===== src/rtl/icache_assoc_pkg.sv =====
// rtl/icache_assoc_pkg.sv - shared types and width helpers for the associative instruction cache
package icache_assoc_pkg;

    localparam int WORD_W = 32;

    typedef enum logic [1:0] {
        ST_IDLE   = 2'd0,
        ST_REFILL = 2'd1,
        ST_DRAIN  = 2'd2
    } state_t;

    // Storage width for an index that may have only one value (still needs one bit).
    function automatic int width_min1(input int n);
        return (n > 1) ? $clog2(n) : 1;
    endfunction

endpackage


===== src/rtl/icache_assoc_if.sv =====
// rtl/icache_assoc_if.sv - fetch-side and memory-side handshake bundle of the instruction cache
interface icache_assoc_if #(
    parameter int ADDR_W = 32
);
    logic [ADDR_W-1:0] pc;
    logic              pc_flag;
    logic [31:0]       ins_ori;
    logic              ins_flag;
    logic              jp_wrong;
    logic              flush;
    logic [ADDR_W-1:0] pc_mem;
    logic              pc_flag_mem;
    logic [31:0]       ins_mem;
    logic              ins_mem_flag;

    modport master (
        output pc, pc_flag, jp_wrong, flush, ins_mem, ins_mem_flag,
        input  ins_ori, ins_flag, pc_mem, pc_flag_mem
    );

    modport slave (
        input  pc, pc_flag, jp_wrong, flush, ins_mem, ins_mem_flag,
        output ins_ori, ins_flag, pc_mem, pc_flag_mem
    );
endinterface


===== src/rtl/icache_assoc_way.sv =====
// rtl/icache_assoc_way.sv - one cache way: valid/tag/data arrays, combinational read, whole-line write
module icache_assoc_way
    import icache_assoc_pkg::*;
#(
    parameter int LINE_WORDS = 4,
    parameter int SETS       = 16,
    parameter int TAG_W      = 24,
    parameter int IDX_W      = 4,
    parameter int OFF_SW     = 2
) (
    input  logic                         clk,
    input  logic                         rst,
    input  logic                         en,
    input  logic                         clear,
    input  logic [IDX_W-1:0]             rd_idx,
    input  logic [OFF_SW-1:0]            rd_off,
    input  logic [TAG_W-1:0]             rd_tag,
    output logic                         hit,
    output logic [WORD_W-1:0]            rd_word,
    input  logic                         wr_en,
    input  logic [IDX_W-1:0]             wr_idx,
    input  logic [TAG_W-1:0]             wr_tag,
    input  logic [LINE_WORDS*WORD_W-1:0] wr_line
);
    logic [SETS-1:0]   valid;
    logic [TAG_W-1:0]  tags [SETS];
    logic [WORD_W-1:0] data [SETS][LINE_WORDS];

    assign hit     = valid[rd_idx] && (tags[rd_idx] == rd_tag);
    assign rd_word = data[rd_idx][rd_off];

    // Clear-then-set ordering lets a line finishing during a flush survive it.
    always_ff @(posedge clk or negedge rst) begin
        if (!rst) begin
            valid <= '0;
        end else if (en) begin
            if (clear) valid <= '0;
            if (wr_en) valid[wr_idx] <= 1'b1;
        end
    end

    always_ff @(posedge clk) begin
        if (en && wr_en) begin
            tags[wr_idx] <= wr_tag;
            for (int j = 0; j < LINE_WORDS; j++) begin
                data[wr_idx][j] <= wr_line[j*WORD_W +: WORD_W];
            end
        end
    end
endmodule


===== src/rtl/icache_assoc.sv =====
// rtl/icache_assoc.sv - set-associative read-only instruction cache with line-refill FSM
module icache_assoc
    import icache_assoc_pkg::*;
#(
    parameter int ADDR_W     = 32,
    parameter int LINE_WORDS = 4,
    parameter int SETS       = 16,
    parameter int WAYS       = 2
) (
    input  logic          clk,
    input  logic          rst,
    input  logic          rdy,
    icache_assoc_if.slave bus
);
    localparam int OFF_W  = $clog2(LINE_WORDS);
    localparam int OFF_SW = width_min1(LINE_WORDS);
    localparam int IDX_W  = $clog2(SETS);
    localparam int TAG_W  = ADDR_W - OFF_W - 2 - IDX_W;
    localparam int WAY_W  = width_min1(WAYS);
    localparam logic [OFF_SW-1:0] OFF_MASK  = OFF_SW'(LINE_WORDS - 1);
    localparam logic [ADDR_W-1:0] LINE_MASK = ADDR_W'(LINE_WORDS * 4 - 1);

    state_t                  state, state_n;
    logic [OFF_SW-1:0]       k;
    logic [ADDR_W-1:0]       base;
    logic [TAG_W-1:0]        tag_l;
    logic [IDX_W-1:0]        idx_l;
    logic [WAY_W-1:0]        way_l;
    logic [WAY_W-1:0]        victim [SETS];
    logic [WORD_W-1:0]       line_buf [LINE_WORDS];
    logic [LINE_WORDS*WORD_W-1:0] wr_line;

    logic [OFF_SW-1:0]       req_off;
    logic [IDX_W-1:0]        req_idx;
    logic [TAG_W-1:0]        req_tag;
    logic [WAYS-1:0]         way_hit;
    logic [WORD_W-1:0]       way_word [WAYS];
    logic                    any_hit;
    logic [WORD_W-1:0]       hit_word;
    logic                    start_refill, take_word, install;

    assign req_off = OFF_SW'(bus.pc >> 2) & OFF_MASK;
    assign req_idx = IDX_W'(bus.pc >> (OFF_W + 2));
    assign req_tag = TAG_W'(bus.pc >> (OFF_W + 2 + IDX_W));

    // The final word is merged straight from the bus so the line installs on its arrival edge.
    always_comb begin
        wr_line = '0;
        for (int j = 0; j < LINE_WORDS; j++) begin
            wr_line[j*WORD_W +: WORD_W] = (OFF_SW'(j) == k) ? bus.ins_mem : line_buf[j];
        end
    end

    for (genvar w = 0; w < WAYS; w++) begin : g_way
        icache_assoc_way #(
            .LINE_WORDS (LINE_WORDS),
            .SETS       (SETS),
            .TAG_W      (TAG_W),
            .IDX_W      (IDX_W),
            .OFF_SW     (OFF_SW)
        ) u_way (
            .clk     (clk),
            .rst     (rst),
            .en      (rdy),
            .clear   (bus.flush),
            .rd_idx  (req_idx),
            .rd_off  (req_off),
            .rd_tag  (req_tag),
            .hit     (way_hit[w]),
            .rd_word (way_word[w]),
            .wr_en   (install && (way_l == WAY_W'(w))),
            .wr_idx  (idx_l),
            .wr_tag  (tag_l),
            .wr_line (wr_line)
        );
    end

    always_comb begin
        any_hit  = 1'b0;
        hit_word = '0;
        for (int w = 0; w < WAYS; w++) begin
            if (way_hit[w]) begin
                any_hit  = 1'b1;
                hit_word = way_word[w];
            end
        end
    end

    always_ff @(posedge clk or negedge rst) begin
        if (!rst) begin
            state <= ST_IDLE;
            k     <= '0;
            base  <= '0;
            tag_l <= '0;
            idx_l <= '0;
            way_l <= '0;
            for (int s = 0; s < SETS; s++) victim[s] <= '0;
        end else if (rdy) begin
            state <= state_n;
            if (start_refill) begin
                base  <= bus.pc & ~LINE_MASK;
                tag_l <= req_tag;
                idx_l <= req_idx;
                way_l <= victim[req_idx];
                k     <= '0;
            end
            if (take_word) k <= install ? '0 : k + OFF_SW'(1);
            if (install && (WAYS > 1)) victim[idx_l] <= victim[idx_l] + WAY_W'(1);
        end
    end

    always_ff @(posedge clk) begin
        if (rdy && take_word) line_buf[k] <= bus.ins_mem;
    end

    always_comb begin
        state_n      = state;
        start_refill = 1'b0;
        take_word    = 1'b0;
        install      = 1'b0;
        if (rdy) begin
            case (state)
                ST_IDLE: begin
                    if (bus.pc_flag && !bus.jp_wrong && !any_hit) begin
                        state_n      = ST_REFILL;
                        start_refill = 1'b1;
                    end
                end
                ST_REFILL: begin
                    if (bus.jp_wrong) begin
                        state_n = bus.ins_mem_flag ? ST_IDLE : ST_DRAIN;
                    end else if (bus.ins_mem_flag) begin
                        take_word = 1'b1;
                        if (k == OFF_MASK) begin
                            install = 1'b1;
                            state_n = ST_IDLE;
                        end
                    end
                end
                ST_DRAIN: begin
                    if (bus.ins_mem_flag) state_n = ST_IDLE;
                end
                default: state_n = ST_IDLE;
            endcase
        end
    end

    always_comb begin
        bus.ins_flag    = (state == ST_IDLE) && rdy && bus.pc_flag && !bus.jp_wrong
                          && !bus.flush && any_hit;
        bus.ins_ori     = bus.ins_flag ? hit_word : '0;
        bus.pc_flag_mem = (state != ST_IDLE);
        bus.pc_mem      = bus.pc_flag_mem ? base + (ADDR_W'(k) << 2) : '0;
    end
endmodule


===== src/flat_wrapper.sv =====
// flat-port wrapper written by rule: the top's interface ports become plain ports
module icache_assoc_flat import icache_assoc_pkg::*;
#(
    parameter int ADDR_W     = 32,
    parameter int LINE_WORDS = 4,
    parameter int SETS       = 16,
    parameter int WAYS       = 2
)
  (clk, rst, rdy, bus_pc, bus_pc_flag, bus_jp_wrong, bus_flush, bus_ins_mem, bus_ins_mem_flag, bus_ins_ori, bus_ins_flag, bus_pc_mem, bus_pc_flag_mem);
  icache_assoc_if #(.ADDR_W(ADDR_W)) bus_i ();
  input  logic clk;
  input  logic rst;
  input  logic rdy;
  input wire logic [$bits(bus_i.pc)-1:0] bus_pc;
  input wire logic [$bits(bus_i.pc_flag)-1:0] bus_pc_flag;
  input wire logic [$bits(bus_i.jp_wrong)-1:0] bus_jp_wrong;
  input wire logic [$bits(bus_i.flush)-1:0] bus_flush;
  input wire logic [$bits(bus_i.ins_mem)-1:0] bus_ins_mem;
  input wire logic [$bits(bus_i.ins_mem_flag)-1:0] bus_ins_mem_flag;
  output wire logic [$bits(bus_i.ins_ori)-1:0] bus_ins_ori;
  output wire logic [$bits(bus_i.ins_flag)-1:0] bus_ins_flag;
  output wire logic [$bits(bus_i.pc_mem)-1:0] bus_pc_mem;
  output wire logic [$bits(bus_i.pc_flag_mem)-1:0] bus_pc_flag_mem;
  assign bus_i.pc = bus_pc;
  assign bus_i.pc_flag = bus_pc_flag;
  assign bus_i.jp_wrong = bus_jp_wrong;
  assign bus_i.flush = bus_flush;
  assign bus_i.ins_mem = bus_ins_mem;
  assign bus_i.ins_mem_flag = bus_ins_mem_flag;
  assign bus_ins_ori = bus_i.ins_ori;
  assign bus_ins_flag = bus_i.ins_flag;
  assign bus_pc_mem = bus_i.pc_mem;
  assign bus_pc_flag_mem = bus_i.pc_flag_mem;
  icache_assoc #(.ADDR_W(ADDR_W), .LINE_WORDS(LINE_WORDS), .SETS(SETS), .WAYS(WAYS)) u_core (.clk(clk), .rst(rst), .rdy(rdy), .bus(bus_i));
endmodule

===== config.mk =====
export PLATFORM = sky130hd
export DESIGN_NAME = icache_assoc_flat
export DESIGN_NICKNAME = d
export VERILOG_FILES = /design/src/rtl/icache_assoc_pkg.sv /design/src/rtl/icache_assoc_if.sv /design/src/rtl/icache_assoc_way.sv /design/src/rtl/icache_assoc.sv /design/src/flat_wrapper.sv
export SDC_FILE = /design/constraint.sdc
export NUM_CORES = 2
export LEC_CHECK = 0
export ABC_CLOCK_PERIOD_IN_PS = 19500
export BUFFER_PORTS_ARGS = -buffer_cell sky130_fd_sc_hd__buf_2
export CORE_MARGIN = 1.5
export CORE_UTILIZATION = 50
export CTS_CLUSTER_SIZE = 28
export DETAILED_ROUTE_END_ITERATION = 6
export GPL_TIMING_DRIVEN = 0
export PLACE_DENSITY = 0.71
export SKIP_CTS_REPAIR_TIMING = 1
export SLEW_MARGIN = 20
export SYNTH_ARGS = -nofsm -noshare
export SYNTH_HDL_FRONTEND = slang
export SYNTH_MEMORY_MAX_BITS = 65536
export SYNTH_SLANG_ARGS = --single-unit

===== constraint.sdc =====
create_clock -name clk -period 19.5 [get_ports clk]
set_input_delay 0.975 -clock clk [delete_from_list [all_inputs] [get_ports clk]]
set_output_delay 0.975 -clock clk [all_outputs]
set_load 0.05 [all_outputs]

==> metrics.yaml <==
die:
  core_sq_um: 388800
  start_util: 0.5017
  ios: 137
  die_height_um: 627.6
  die_w_um: 627.6
  rows: 229
  die_area_sq_um: 393900
clock_tree:
  cts-root-buf: "clkbuf_16"
  clock_path_buffers: 4
  clock_sink_count: 5073
  cts_made_buffers: 481
  clk_pin_slew_worst_paths_ps: 60
  cts_tree: "yes"
  h-tree-depth: 5
  clk_latency_ps: 1030
timing:
  rsz0062_at_grt: "false"
  hold_viol_final: 0
  finalMaxSlewViolations: 0
  finalClockSkew_ps: 85.10
  setup_slack_ps: 10210
  relSlewSlack: 0.1308
  fin_crit_ps: 9294
  tightest_slew_ps: 1304
  fmax_mhz: 107.6
  final.hold.worst_slack_ps: 243.7
  setup_tns_ps: 0
  finalCritPeriodShare: 0.4766
  finalSetupViolCount: 0
routing:
  route.detailed.drc: 39
  firstDrtPassIters: 7
  wl_per_cell_um: 39.97
  via_per_inst: 6.820
  drtIter0Drc: 18830
  wl_mm: 587.3
  drtAntennaViolNets: 0
  num_vias: 100200
placement:
  routabilityCongestion: 0.9204
  dp_slack_ps: 10270
  dp_hpwl_mm: 386.8
  dp_cells: 13760
  io_buffer_count: 120
outcome:
  violations: "DRC"
  status: "finished, violations left"
synthesis:
  synth-edff-count: 4992
  synth_area_per_cell_sq_um: 24.29
  synth.area.top_cells: "edfxtp_1, mux4_2, mux2_2, dfrtp_1, mux2i_1"
  ys_seq_area_frac: 0.7788
  synth_ff_type: "edfxtp_1"
  synth_top_area_cell: "edfxtp_1"
  yosys_register_bits: 5073
  synth_top_area_frac: 0.7684
  synth_area_sq_um: 195100
  synthCells: 8031
  yosysUniqueCellTypes: 69
  synth-warning-count: 0
  synthArstFlopShare: 0.01597
power_and_ir_drop:
  ir_drop_uv: 86.74
  p_leak_nw: 72.04
  power_per_cell_area_nw_per_um2: 105.6
  finalPower_mw: 24.00
critical_path:
  start_kind: "input pin"
  r2r_cells: 15
  endpoint_kind: "output pin"
  worstPathRequired_ps: 18530
  path_class: "in2out"
  crit_fanout: 10
  arrival_ps: 8320
grt:
  grt_pass1_vias: 97900
  grt_max_degree: 51
  grt_usage: 0.2960
  grt.overflow.total: 0
  antenna_found_initial: 48
  grt_pass1_wl_mm: 796.3
final_layout:
  drive_gt1_frac: 0.3414
  final_common_cell: "edfxtp_1"
  instances_no_fill: 14700
  layout_common_cells: "edfxtp_1, mux4_2, clkbuf_16"
  n_fill_cell: 26260
  syn_to_final_growth_pct: 16.50
  num-nets-final: 9126
hold_path:
  min_path_cells: 2
  hp-class: "in2reg"
flow_run:
  max-cap-violations: 0
-- path summary, 6_finish.rpt --
kind                                                startpoint                           endpoint  slack (ps)
worst max-delay path                                 bus_pc[5]                     bus_ins_ori[1]       10210
worst min-delay path                          bus_ins_mem_flag                    u_core.state[1]         240
worst max register to register                 u_core.state[0]  u_core.g_way[1].u_way.data[3][26]       14270
worst min register to register  u_core.g_way[0].u_way.valid[1]     u_core.g_way[0].u_way.valid[1]         470
max in group asynchronous                                  rst     u_core.g_way[0].u_way.valid[5]       18390
min in group asynchronous                                  rst                   u_core.tag_l[22]         430
-- metal layers --
metal	GRT usage	up-vias	share of wire
met5	0	-	0.00022
met4	0.1595	22	0.065
met3	0.07359	1471	0.13
met2	0.4532	8893	0.46
met1	0.3947	53010	0.34
li1	-	36830	-
-- cells in the mapped netlist, types with 34 or more instances --
library cell	count
o21ai_0	64
buf_1	63
a21oi_1	44
edfxtp_1	4992
mux4_2	1458
buf_2	137
a21o_1	36
nor2b_1	44
dfrtp_1	81
nor2_1	87
mux2i_1	156
nand2_1	61
clkbuf_1	193
mux2_2	221
o22ai_1	39
nand4_1	35
xnor2_1	34
-- cells by family after synthesis --
kind of cell	share of synthesized area
flip-flops	0.7788
multiplexers	0.1908
buffers and inverters	0.01074
AND/OR/NAND/NOR	0.007709
AO/OA/AOI/OAI	0.009473
XOR/XNOR	0.002245
adder cells (fa/ha/maj)	0.0002566
other	0.00001922
-- worst max-delay path: stages --
cell and delay [ps]:
buf_2 120, buf_4 310, buf_6 280, buf_4 350, buf_6 290, buf_4 340
buf_4 410, buf_2 430, buf_2 690, buf_2 610, clkbuf_1 810, mux4_2 410
mux4_2 500, mux2i_1 450, nor2_1 160, a21oi_1 280, o21ai_0 410, buf_2 380
-- stage by stage --
stage               instance area [sq um]  utilization
CTS                                227100       0.5841
detailed placement                 211200       0.5432
global route                       227200       0.5844
finish                             227300       0.5845
global placement                   202200       0.5200
floorplan                          195100            -
-- report_power, final --
group          internal [mW]  leakage (nW)  switching, mW
Clock                   5.35          7.75           4.11
Combinational          0.510          18.4           1.26
Sequential              12.6          45.9          0.201
-- flip-flops by register name, indices dropped and copies added, names as in the netlist --
| register | cells |
|---|---|
| u_core.k | 2 |
| u_core.idx_l | 3 |
| u_core.line_buf | 128 |
| u_core.base | 2 |
| u_core.way_l | 1 |
| u_core.tag_l | 23 |
| u_core.g_way.u_way.data | 4096 |
| u_core.g_way.u_way.valid | 32 |
| u_core.g_way.u_way.tags | 768 |
| u_core.victim | 16 |
| u_core.state | 2 |
-- layout make-up --
class | instances | area, sq um | share of cell area
Multi-Input combinational cell | 2503 | 41300 | 0.1817
Buffer | 437 | 2132 | 0.009381
Antenna cell | 30 | 75.07 | 0.0003303
Sequential cell | 5073 | 151900 | 0.6686
Clock inverter | 319 | 3273 | 0.01440
Inverter | 19 | 73.82 | 0.0003248
Timing Repair Buffer | 536 | 9361 | 0.04119
Tap cell | 5197 | 6502 | 0.02861
Clock buffer | 581 | 12600 | 0.05543
(Power assumes the default switching activity.)
